File: config.mk
export PLATFORM = sky130hd
export DESIGN_NAME = lane_traffic_flat
export DESIGN_NICKNAME = d
export VERILOG_FILES = /design/src/rtl/game_pkg.sv /design/src/rtl/lane_traffic_if.sv /design/src/rtl/lane_period_calc.sv /design/src/rtl/lane_traffic.sv /design/src/flat_wrapper.sv
export SDC_FILE = /design/constraint.sdc
export NUM_CORES = 1
export LEC_CHECK = 0
export BUFFER_PORTS_ARGS = -buffer_cell sky130_fd_sc_hd__buf_2
export CAP_MARGIN = 20
export CELL_PAD_IN_SITES_DETAIL_PLACEMENT = 1
export CELL_PAD_IN_SITES_GLOBAL_PLACEMENT = 1
export CORE_ASPECT_RATIO = 1.25
export CORE_UTILIZATION = 40
export DETAILED_ROUTE_END_ITERATION = 16
export PLACE_DENSITY_LB_ADDON = 0.1
export SLEW_MARGIN = 20
export SYNTH_ARGS = -nofsm -noshare
export SYNTH_HDL_FRONTEND = slang
export SYNTH_HIERARCHICAL = 1
export SYNTH_SLANG_ARGS = --single-unit
File: constraint.sdc
create_clock -name i_Clk -period 2.24 [get_ports i_Clk]
set_input_delay 0.672 -clock i_Clk [delete_from_list [all_inputs] [get_ports i_Clk]]
set_output_delay 0.672 -clock i_Clk [all_outputs]
set_load 0.01 [all_outputs]
File: src/rtl/game_pkg.sv
// Shared playfield constants and types used by the lane movers (cars and logs).
package game_pkg;
    localparam int GRID_W_DEF = 20;
    localparam int X_W_DEF    = 5;
    localparam bit DIR_LEFT   = 1'b0;
    localparam bit DIR_RIGHT  = 1'b1;

    typedef logic [3:0] level_t;

    typedef enum logic [1:0] {
        INIT   = 2'd0,
        RUN    = 2'd1,
        PAUSED = 2'd2
    } lane_state_t;
endpackage

File: src/rtl/lane_traffic_if.sv
// Control and observation bundle for one traffic lane; the game core drives it
// as master, the lane mover answers as slave.
interface lane_traffic_if
    import game_pkg::*;
#(
    parameter int X_W      = X_W_DEF,
    parameter int NUM_CARS = 3
);
    logic                    i_Tick;
    level_t                  i_Level;
    logic                    i_Run;
    logic                    i_Restart;
    logic [X_W-1:0]          i_Frog_X;
    logic                    i_Frog_On_Lane;
    logic [NUM_CARS*X_W-1:0] o_Car_X;
    logic                    o_Step;
    logic                    o_Hit;

    modport master (
        output i_Tick, i_Level, i_Run, i_Restart, i_Frog_X, i_Frog_On_Lane,
        input  o_Car_X, o_Step, o_Hit
    );

    modport slave (
        input  i_Tick, i_Level, i_Run, i_Restart, i_Frog_X, i_Frog_On_Lane,
        output o_Car_X, o_Step, o_Hit
    );
endinterface

File: src/rtl/lane_period_calc.sv
// Ticks-per-step for a given level: shrinks linearly with level and saturates
// at MIN_PERIOD. Shared by car and log lanes.
module lane_period_calc
    import game_pkg::*;
#(
    parameter logic [7:0] BASE_PERIOD = 8'd40,
    parameter logic [7:0] LEVEL_STEP  = 8'd3,
    parameter logic [7:0] MIN_PERIOD  = 8'd4
) (
    input  level_t     i_Level,
    output logic [7:0] o_Period
);
    logic [3:0]  lvl_s;
    logic [11:0] dec_s;

    // Level 0 counts as level 1; 12-bit product cannot overflow (14*255).
    always_comb begin
        lvl_s = (i_Level == 4'd0) ? 4'd1 : i_Level;
        dec_s = 12'(lvl_s - 4'd1) * 12'(LEVEL_STEP);
        if ({4'd0, BASE_PERIOD} >= (dec_s + {4'd0, MIN_PERIOD})) begin
            o_Period = BASE_PERIOD - dec_s[7:0];
        end else begin
            o_Period = MIN_PERIOD;
        end
    end
endmodule

File: src/rtl/lane_traffic.sv
// One Frogger traffic lane: NUM_CARS cars stepping together with edge wrap,
// level-scaled step period, pause/restart control and a registered frog-hit flag.
module lane_traffic
    import game_pkg::*;
#(
    parameter int         GRID_W      = GRID_W_DEF,
    parameter int         X_W         = X_W_DEF,
    parameter int         NUM_CARS    = 3,
    parameter int         CAR_START   = 0,
    parameter int         CAR_SPACING = 7,
    parameter bit         DIRECTION   = DIR_RIGHT,
    parameter logic [7:0] BASE_PERIOD = 8'd40,
    parameter logic [7:0] LEVEL_STEP  = 8'd3,
    parameter logic [7:0] MIN_PERIOD  = 8'd4
) (
    input  logic          i_Clk,
    input  logic          i_Reset,
    lane_traffic_if.slave lane
);
    localparam int             CARS_W = NUM_CARS * X_W;
    localparam logic [X_W-1:0] X_MAX  = X_W'(GRID_W - 1);

    if (GRID_W > (1 << X_W)) begin : g_chk_grid
        $error("lane_traffic: GRID_W does not fit in X_W bits");
    end
    if (MIN_PERIOD == 8'd0) begin : g_chk_min
        $error("lane_traffic: MIN_PERIOD must be at least 1");
    end
    if ((NUM_CARS < 1) || (NUM_CARS > 8)) begin : g_chk_cars
        $error("lane_traffic: NUM_CARS must be 1..8");
    end

    function automatic logic [X_W-1:0] start_x(input int k);
        return X_W'((CAR_START + k * CAR_SPACING) % GRID_W);
    endfunction

    function automatic logic [CARS_W-1:0] start_vec();
        logic [CARS_W-1:0] v;
        for (int k = 0; k < NUM_CARS; k++) begin
            v[k*X_W +: X_W] = start_x(k);
        end
        return v;
    endfunction

    function automatic logic [X_W-1:0] step_x(input logic [X_W-1:0] x);
        if (DIRECTION == DIR_LEFT) begin
            return (x == '0) ? X_MAX : x - X_W'(1);
        end else begin
            return (x == X_MAX) ? '0 : x + X_W'(1);
        end
    endfunction

    localparam logic [CARS_W-1:0] START_POS = start_vec();

    lane_state_t       state_q, state_d;
    logic [7:0]        cnt_q, cnt_d;
    logic [CARS_W-1:0] car_q, car_d;
    logic              step_q, step_d;
    logic              hit_q, hit_d;
    logic [7:0]        period_s;
    logic              load_s, count_s, hit_s;

    lane_period_calc #(
        .BASE_PERIOD (BASE_PERIOD),
        .LEVEL_STEP  (LEVEL_STEP),
        .MIN_PERIOD  (MIN_PERIOD)
    ) u_period (
        .i_Level  (lane.i_Level),
        .o_Period (period_s)
    );

    // State register.
    always_ff @(posedge i_Clk or posedge i_Reset) begin
        if (i_Reset) begin
            state_q <= INIT;
        end else begin
            state_q <= state_d;
        end
    end

    // Next state: restart always re-enters INIT, otherwise i_Run selects RUN/PAUSED.
    always_comb begin
        state_d = state_q;
        if (lane.i_Restart) begin
            state_d = INIT;
        end else begin
            case (state_q)
                INIT:    state_d = lane.i_Run ? RUN : PAUSED;
                RUN:     state_d = lane.i_Run ? RUN : PAUSED;
                PAUSED:  state_d = lane.i_Run ? RUN : PAUSED;
                default: state_d = INIT;
            endcase
        end
    end

    // State-decoded controls.
    always_comb begin
        load_s  = lane.i_Restart || (state_q == INIT);
        count_s = (state_q == RUN) && lane.i_Tick && !lane.i_Restart;
    end

    // Counter and car datapath; a counter beyond a freshly shortened period steps at once.
    always_comb begin
        cnt_d  = cnt_q;
        car_d  = car_q;
        step_d = 1'b0;
        if (load_s) begin
            cnt_d = 8'd0;
            car_d = START_POS;
        end else if (count_s) begin
            if (cnt_q >= (period_s - 8'd1)) begin
                cnt_d  = 8'd0;
                step_d = 1'b1;
                for (int k = 0; k < NUM_CARS; k++) begin
                    car_d[k*X_W +: X_W] = step_x(car_q[k*X_W +: X_W]);
                end
            end else begin
                cnt_d = cnt_q + 8'd1;
            end
        end else begin
            cnt_d = cnt_q;
        end
    end

    // Frog overlap against the positions currently on the lane.
    always_comb begin
        hit_s = 1'b0;
        for (int k = 0; k < NUM_CARS; k++) begin
            if (car_q[k*X_W +: X_W] == lane.i_Frog_X) begin
                hit_s = 1'b1;
            end else begin
                hit_s = hit_s;
            end
        end
        hit_d = lane.i_Restart ? 1'b0 : (lane.i_Frog_On_Lane & hit_s);
    end

    // Datapath registers.
    always_ff @(posedge i_Clk or posedge i_Reset) begin
        if (i_Reset) begin
            cnt_q  <= 8'd0;
            car_q  <= START_POS;
            step_q <= 1'b0;
            hit_q  <= 1'b0;
        end else begin
            cnt_q  <= cnt_d;
            car_q  <= car_d;
            step_q <= step_d;
            hit_q  <= hit_d;
        end
    end

    assign lane.o_Car_X = car_q;
    assign lane.o_Step  = step_q;
    assign lane.o_Hit   = hit_q;
endmodule

File: src/flat_wrapper.sv
// flat-port wrapper written by rule: the top's interface ports become plain ports
module lane_traffic_flat import game_pkg::*;
#(
    parameter int         GRID_W      = GRID_W_DEF,
    parameter int         X_W         = X_W_DEF,
    parameter int         NUM_CARS    = 3,
    parameter int         CAR_START   = 0,
    parameter int         CAR_SPACING = 7,
    parameter bit         DIRECTION   = DIR_RIGHT,
    parameter logic [7:0] BASE_PERIOD = 8'd40,
    parameter logic [7:0] LEVEL_STEP  = 8'd3,
    parameter logic [7:0] MIN_PERIOD  = 8'd4
)
  (i_Clk, i_Reset, lane_i_Tick, lane_i_Level, lane_i_Run, lane_i_Restart, lane_i_Frog_X, lane_i_Frog_On_Lane, lane_o_Car_X, lane_o_Step, lane_o_Hit);
  lane_traffic_if #(.X_W(X_W), .NUM_CARS(NUM_CARS)) lane_i ();
  input  logic i_Clk;
  input  logic i_Reset;
  input wire logic [$bits(lane_i.i_Tick)-1:0] lane_i_Tick;
  input wire logic [$bits(lane_i.i_Level)-1:0] lane_i_Level;
  input wire logic [$bits(lane_i.i_Run)-1:0] lane_i_Run;
  input wire logic [$bits(lane_i.i_Restart)-1:0] lane_i_Restart;
  input wire logic [$bits(lane_i.i_Frog_X)-1:0] lane_i_Frog_X;
  input wire logic [$bits(lane_i.i_Frog_On_Lane)-1:0] lane_i_Frog_On_Lane;
  output wire logic [$bits(lane_i.o_Car_X)-1:0] lane_o_Car_X;
  output wire logic [$bits(lane_i.o_Step)-1:0] lane_o_Step;
  output wire logic [$bits(lane_i.o_Hit)-1:0] lane_o_Hit;
  assign lane_i.i_Tick = lane_i_Tick;
  assign lane_i.i_Level = lane_i_Level;
  assign lane_i.i_Run = lane_i_Run;
  assign lane_i.i_Restart = lane_i_Restart;
  assign lane_i.i_Frog_X = lane_i_Frog_X;
  assign lane_i.i_Frog_On_Lane = lane_i_Frog_On_Lane;
  assign lane_o_Car_X = lane_i.o_Car_X;
  assign lane_o_Step = lane_i.o_Step;
  assign lane_o_Hit = lane_i.o_Hit;
  lane_traffic #(.GRID_W(GRID_W), .X_W(X_W), .NUM_CARS(NUM_CARS), .CAR_START(CAR_START), .CAR_SPACING(CAR_SPACING), .DIRECTION(DIRECTION), .BASE_PERIOD(BASE_PERIOD), .LEVEL_STEP(LEVEL_STEP), .MIN_PERIOD(MIN_PERIOD)) u_core (.i_Clk(i_Clk), .i_Reset(i_Reset), .lane(lane_i));
endmodule
# ---- After elaboration in Yosys (flattened, before gate mapping)
# Index checks and enable logic that the tools add are counted.
dict set report classes {
  n_reduce_logical 10
  mux 21
  magnitude_cmp 2
  mul 1
  n_eq_ne 8
  addsub 8
  n_bitwise 1
}
# operator count
set op_table {}
lappend op_table {{$mux W15} 3}
lappend op_table {{$mux W8} 4}
lappend op_table {{$add A5 B1 Y5 const B} 3}
lappend op_table {{$eq A5 B5 Y1} 3}
lappend op_table {{$eq A5 B5 Y1 const B} 3}
lappend op_table {{$mux W5} 3}
lappend op_table {{$ge A6 B12 Y1 const A} 1}
lappend op_table {{$add A8 B4 Y9 const B} 1}
lappend op_table {{$add A8 B1 Y8 const B} 1}
lappend op_table {{$ge A8 B8 Y1} 1}
lappend op_table {{$mul A5 B3 Y8 const B} 1}
lappend op_table {{$sub A6 B8 Y8 const A} 1}
lappend op_table {{$sub A8 B1 Y8 const B} 1}
lappend op_table {{$mux W1} 7}
lappend op_table {{$mux W2} 3}
lappend op_table {{$sub A4 B1 Y5 const B} 1}
lappend op_table {{$logic_not A4 Y1} 1}
lappend op_table {{$mux W4} 1}
lappend op_table {{$reduce_bool A2 Y1} 2}
lappend op_table {{$reduce_or A3 Y1} 1}
lappend op_table {{$eq A2 B1 Y1 const B} 1}
lappend op_table {{$eq A2 B2 Y1 const B} 1}
lappend op_table {{$logic_and A1 B1 Y1} 2}
lappend op_table {{$logic_not A2 Y1} 1}
lappend op_table {{4 further kinds} 4}
dict set report totals {
  out_inout_bits 17
  ff_bits 27
  word_cells 56
  inputBits 15
}

# ---- Depth between registers and ports, before layout
dict set report depth {
  word_depth 12
  depth_mapped 27
  depth_no_buf 25
}

# ---- Hierarchy
# The synthesis kept the hierarchy.
# module instances seq_area_each_um2 cells_each area_per_inst_um2
set by_module_without_submodules {}
lappend by_module_without_submodules {lane_traffic 1 683.2 213 1946.9}
lappend by_module_without_submodules {lane_period_calc 1 0.0 87 694.4}

# ---- Worst setup path after synthesis
# OpenSTA, ideal clock, no wires.
dict set report synth_timing {
  path_kind {input to register}
  start {in lane_i_Level[2]}
  end {reg u_core.car_q[8], in the netlist u_core/lane.o_Car_X[8]}
  setup_time_ns 0.080
  required_ns 2.160
  path_stages 25
  setup_slack_ns -3.966
  arrival_time_ns 6.125
  n_path_buf 1
  path_cell_list {buf_2 -> nor2_1 -> a21oi_1 -> ha_1 -> xor2_1 -> ha_1 -> ha_1 -> inv_1 -> fa_1 -> inv_1 -> ha_1 -> o211ai_2 -> a2111oi_4 -> a221oi_2 -> or3b_1 -> nor2_1 -> nand3_1 -> nor4_1 -> xnor2_1 -> ha_1 -> and2_1 -> o2111ai_2 -> o21a_4 -> or4_1 -> a21oi_1}
}
dict set report synth_via {
  elab_chain_len 11
  word_cells_on_any_way 12
  classes_between {4 x add/sub; 1 x mul; 2 x order compare; 2 x mux; 3 x reduce/logical}
}
# element line
set synth_lines {}
lappend synth_lines {{start, declared} flat_wrapper.sv:19} ;# input wire logic [$bits(lane_i.i_Level)-1:0] lane_i_Level;
lappend synth_lines {{$logic_not A4 Y1} lane_period_calc.sv:18} ;# lvl_s = (i_Level == 4'd0) ? 4'd1 : i_Level;
lappend synth_lines {{$mux W4 (*)} lane_period_calc.sv:18}
lappend synth_lines {{$sub A4 B1 Y5 (*)} lane_period_calc.sv:19} ;# dec_s = 12'(lvl_s - 4'd1) * 12'(LEVEL_STEP);
lappend synth_lines {{$mul A5 B3 Y8 (*)} lane_period_calc.sv:19}
lappend synth_lines {{$add A8 B4 Y9} lane_period_calc.sv:20} ;# if ({4'd0, BASE_PERIOD} >= (dec_s + {4'd0, MIN_PERIOD})) begin
lappend synth_lines {{$ge A6 B12 Y1} lane_period_calc.sv:20}
lappend synth_lines {{$mux W8 (*)} lane_period_calc.sv:20}
lappend synth_lines {{named net u_core.period_s[5]} lane_traffic.sv:60} ;# logic [7:0] period_s;
lappend synth_lines {{$sub A8 B1 Y8 (*)} lane_traffic.sv:111} ;# if (cnt_q >= (period_s - 8'd1)) begin
lappend synth_lines {{$ge A8 B8 Y1 (*)} lane_traffic.sv:111}
lappend synth_lines {{$reduce_bool A2 Y1 (no source line) (*)} --}
lappend synth_lines {{$reduce_and A2 Y1 (no source line) (*)} --}
lappend synth_lines {{end signal, assigned} lane_traffic.sv:147} ;# car_q <= car_d;
lappend synth_lines {{end, declared} lane_traffic.sv:57} ;# logic [CARS_W-1:0] car_q, car_d;
# The timed path passes the listed nets; every way through them passes the cells marked *.
# A chain may end at the register's enable or synchronous reset.

# ---- Final worst setup path
dict set report layout_timing {
  start {in lane_i_Level[1]}
  end {reg u_core.cnt_q[3]}
}
dict set report layout_via {
  elab_chain_len 12
  word_cells_on_any_way 13
  classes_between {4 x add/sub; 1 x mul; 2 x order compare; 5 x mux; 1 x reduce/logical}
}
# element line
set layout_lines {}
lappend layout_lines {{$logic_not A4 Y1} lane_period_calc.sv:18}
lappend layout_lines {{$mux W4 (*)} lane_period_calc.sv:18}
lappend layout_lines {{$sub A4 B1 Y5 (*)} lane_period_calc.sv:19}
lappend layout_lines {{$mul A5 B3 Y8 (*)} lane_period_calc.sv:19}
lappend layout_lines {{$add A8 B4 Y9} lane_period_calc.sv:20}
lappend layout_lines {{$ge A6 B12 Y1} lane_period_calc.sv:20}
lappend layout_lines {{$mux W8 (*)} lane_period_calc.sv:20}
lappend layout_lines {{named net u_core.period_s[2]} lane_traffic.sv:60}
lappend layout_lines {{$sub A8 B1 Y8 (*)} lane_traffic.sv:111}
lappend layout_lines {{$ge A8 B8 Y1 (*)} lane_traffic.sv:111}
lappend layout_lines {{$mux W8 (*)} lane_traffic.sv:111}
lappend layout_lines {{$mux W8 (*)} lane_traffic.sv:110} ;# end else if (count_s) begin
lappend layout_lines {{$mux W8 (*)} lane_traffic.sv:107} ;# if (load_s) begin
lappend layout_lines {{end signal, assigned} lane_traffic.sv:146} ;# cnt_q <= cnt_d;
lappend layout_lines {{end, declared} lane_traffic.sv:56} ;# logic [7:0] cnt_q, cnt_d;
# The timed path passes the listed nets; every way through them passes the cells marked *. The select of a mux whose other input is x is not followed.

==> reports/metrics.yaml <==
status: "finished with violations"
violations: "setup timing"
cts_buffers: 3
async_flop_share_pct: 100.0
fill_cells: 675
post-route-min-period_ns: 6.111
htreeDepth: 1
cp_slowest_cell: "fa_2"
yosysWarnings: 6
swShare_pct: 43.56
cp_max_fo: 5
fin_worst_skew_ns: 0.01602
hp-class: "input port to asynchronous set/reset pin"
clock_latency_ns: 0.29
start_kind: "input port"
syn_to_final_growth_pct: 59.92
die_h_um: 92.85
rsz0062_at_grt: "yes"
r2r-start: "u_core/cnt_q[0]"
core_um2: 6286
grt_pass1_wl_um: 16190
clk_pin_slew_ns: 0.11
irDropWorstVdd_mv: 0.4101
post-route-drc-count: 0
cts_buffer_depth: 2
pre_cts_slack_ns: -3.657
die_w_um: 74.68
gr-usage-all-layers_pct: 31.43
dieArea_um2: 6934
power_density_nw_per_um2: 599.0
finalCritPeriodShare_pct: 272.8
grt_overflow: 0
finalCoreUtilization_pct: 67.20
timing.fmax_mhz: 163.6
combPwrFrac_pct: 68.2
synth-seq-cells: 27
gp_congestion: 0.8052
hpwl_um: 6552
worst_pin_slew_ns: 1.129
port_buffers: 31
final_layout_size_suffix_gt1_share_pct: 49.16
p_int_uw: 1428
diodes: 0
timing.rr.end: "u_core/lane.o_Car_X[13]"
ys_dominant_reg_cell: "dfrtp_1"
drt_first_pass_iters: 4
p_leak_uw: 0.001814
drt-initial-drc-count: 167
layout.nets: 458
grt_max_degree: 28
cpMostUsedCell: "ha_4"
reg2reg_slack_ns: -0.15
cts_tree: "built"
yosysUniqueCellTypes: 62
wl_per_cell_um: 26.44
cts_root_buf: "clkbuf_8"
io_pins: 32
ys_seq_area_share_pct: 25.86
seqPwrFrac_pct: 19.6
final_max_slew_viol_count: 0
ant_nets: 0
relSlewSlack_pct: 23.92
fin_ws_ns: -3.871
synth_edf_count: 0
postCtsHoldBufs: 0
syn-num-nets: 342
r2r.worst_path.cells: 9
cp.required_ns: 2.46
viasPerCell: 6.226
clock-sinks: 27
p_sw_uw: 1102
synthCells: 300
crit_path_max_incr_delay_ns: 0.46
drt-total-wl_um: 13220
final_cells: 500
initial_core_util_pct: 42.02
setup_viol_count_final: 24
critPathArrivalTime_ns: 6.33
antenna_found_initial: 0
synth.avg_cell_area_um2: 8.804
whs_ns: 0.4433
endpoint_kind: "register"
rows: 32
route.vias.total: 3113
drv_cap: 0
grt_pass1_vias: 3156
synth.cell_area_um2: 2641
final_hold_viol_count: 0
dp.cells: 469
clkPwrFrac_pct: 12.2
critical_path_class: "input port to register"
==> through the flow <==
stage	TNS [ns]	cell area, µm²	total power [µW]
final	-90.12	4224	2530
after detailed placement	-85.17	3493	1590
after CTS	-74.07	3887	2090
after global routing	-92.66	4224	2604
after global placement	-81.04	3493	1538
after floorplan	-78.15	2831	1190
==> per-layer routing <==
| metal | track usage, % | part of all wire [%] |
|---|---|---|
| met1 | 33.45 | 36 |
| met2 | 58.48 | 51 |
| met3 | 2.829 | 4.9 |
| met4 | 17.14 | 7.8 |
| met5 | 0 | 0 |
==> power by group through the flow <==
stage          registers (µW)  logic (µW)  clock network, µW
2_1_floorplan             504         686                  0
3_3_place_gp              504        1030                  0
3_5_place_dp              504        1090                  0
4_1_cts                   495        1280                318
5_1_grt                   497        1780                325
6_report                  496        1730                308
==> cells in the mapped netlist (all sizes together), types with 3 or more instances <==
master | number | area, µm²
a21o | 4 | 30.03
nand2 | 17 | 63.81
nor2b | 8 | 50.05
a2111oi | 3 | 70.06
nor3 | 16 | 80.08
xor2 | 9 | 78.83
o21a | 4 | 37.53
a31oi | 3 | 18.77
nor2 | 12 | 45.04
buf | 4 | 21.27
ha | 26 | 325.3
o211ai | 3 | 32.53
clkbuf | 5 | 18.77
dfstp | 6 | 157.7
a21oi | 16 | 80.08
nand3 | 18 | 90.09
inv | 20 | 75.07
a22o | 4 | 35.03
nand2b | 4 | 25.02
nor3b | 3 | 22.52
xnor2 | 22 | 200.2
dfrtp | 21 | 525.5
nand4b | 3 | 26.28
o21ai | 19 | 95.09
and3 | 5 | 31.28
mux2i | 4 | 40.04
nand4 | 4 | 25.02
==> how the worst max path moves through the flow <==
stage | slack [ns] | depth (start not counted) | endpoint | start
2_1_floorplan | -3.36 | 26 | u_core/lane.o_Car_X[14] | lane_i_Level[2]
3_3_place_gp | -3.47 | 25 | u_core/lane.o_Car_X[4] | lane_i_Level[1]
3_5_place_dp | -3.66 | 25 | u_core/lane.o_Car_X[4] | lane_i_Level[1]
4_1_cts | -3.16 | 24 | u_core/lane.o_Car_X[4] | lane_i_Level[3]
5_1_grt | -3.96 | 28 | u_core/cnt_q[3] | lane_i_Level[1]
6_report | -3.87 | 28 | u_core/cnt_q[3] | lane_i_Level[1]
==> cells by family after synthesis <==
| family | count (synthesis) | share of synthesized area (%) |
|---|---|---|
| AND/OR/NAND/NOR | 103 | 21.13 |
| AO/OA/AOI/OAI | 79 | 23.50 |
| flip-flops | 27 | 25.86 |
| XOR/XNOR | 31 | 10.56 |
| buffers and inverters | 29 | 4.358 |
| multiplexers | 4 | 1.516 |
| adder cells (fa/ha/maj) | 27 | 13.07 |
==> state kept, by name (all words and copies together), names as in the netlist <==
name and flops:
u_core/cnt_q 8, u_core/state_q 2, u_core/lane.o_Hit 1, u_core/lane.o_Car_X 15, u_core/lane.o_Step 1
==> layout by cell type, fill, tap and decap left out, drive strengths merged, types with 8 or more instances in the layout <==
cell type,count
xor2,9
nand2,17
nor2,12
buf,119
a21oi,16
o21ai,19
nor2b,8
inv,21
nor3,16
ha,26
xnor2,22
dfrtp,21
nand3,18
==> layout make-up <==
cell class                 instances  area [µm²]  share of cell area, %
clock buffer                       3       41.29                 0.9775
clock inverter                     1       8.758                 0.2073
inverter                          20       80.08                  1.896
multi-input combinational        245        2421                  57.32
sequential                        27       683.2                  16.17
tap                               85       106.4                  2.518
timing repair buffer             119       883.3                  20.91
==> repair_timing <==
| action | in CTS | in global routing |
|---|---|---|
| cloned | 1 | 0 |
| pin swaps | 37 | 23 |
| buffers inserted | 14 | 13 |
| resized for setup | 42 | 45 |
| endpoints found under the setup margin | 24 | 24 |
| endpoints found under the hold margin | 0 | 0 |
==> critical path, delay by kind of cell <==
family                     cells  cell delay, ns
AOI/OAI and AO/OA              6            1.19
xor gates and xnor gates       2            0.46
adders and majority gates      6            1.62
buffers and inverters          7            0.86
and+or+nand+nor                7            1.53
(Power assumes the default switching activity.)
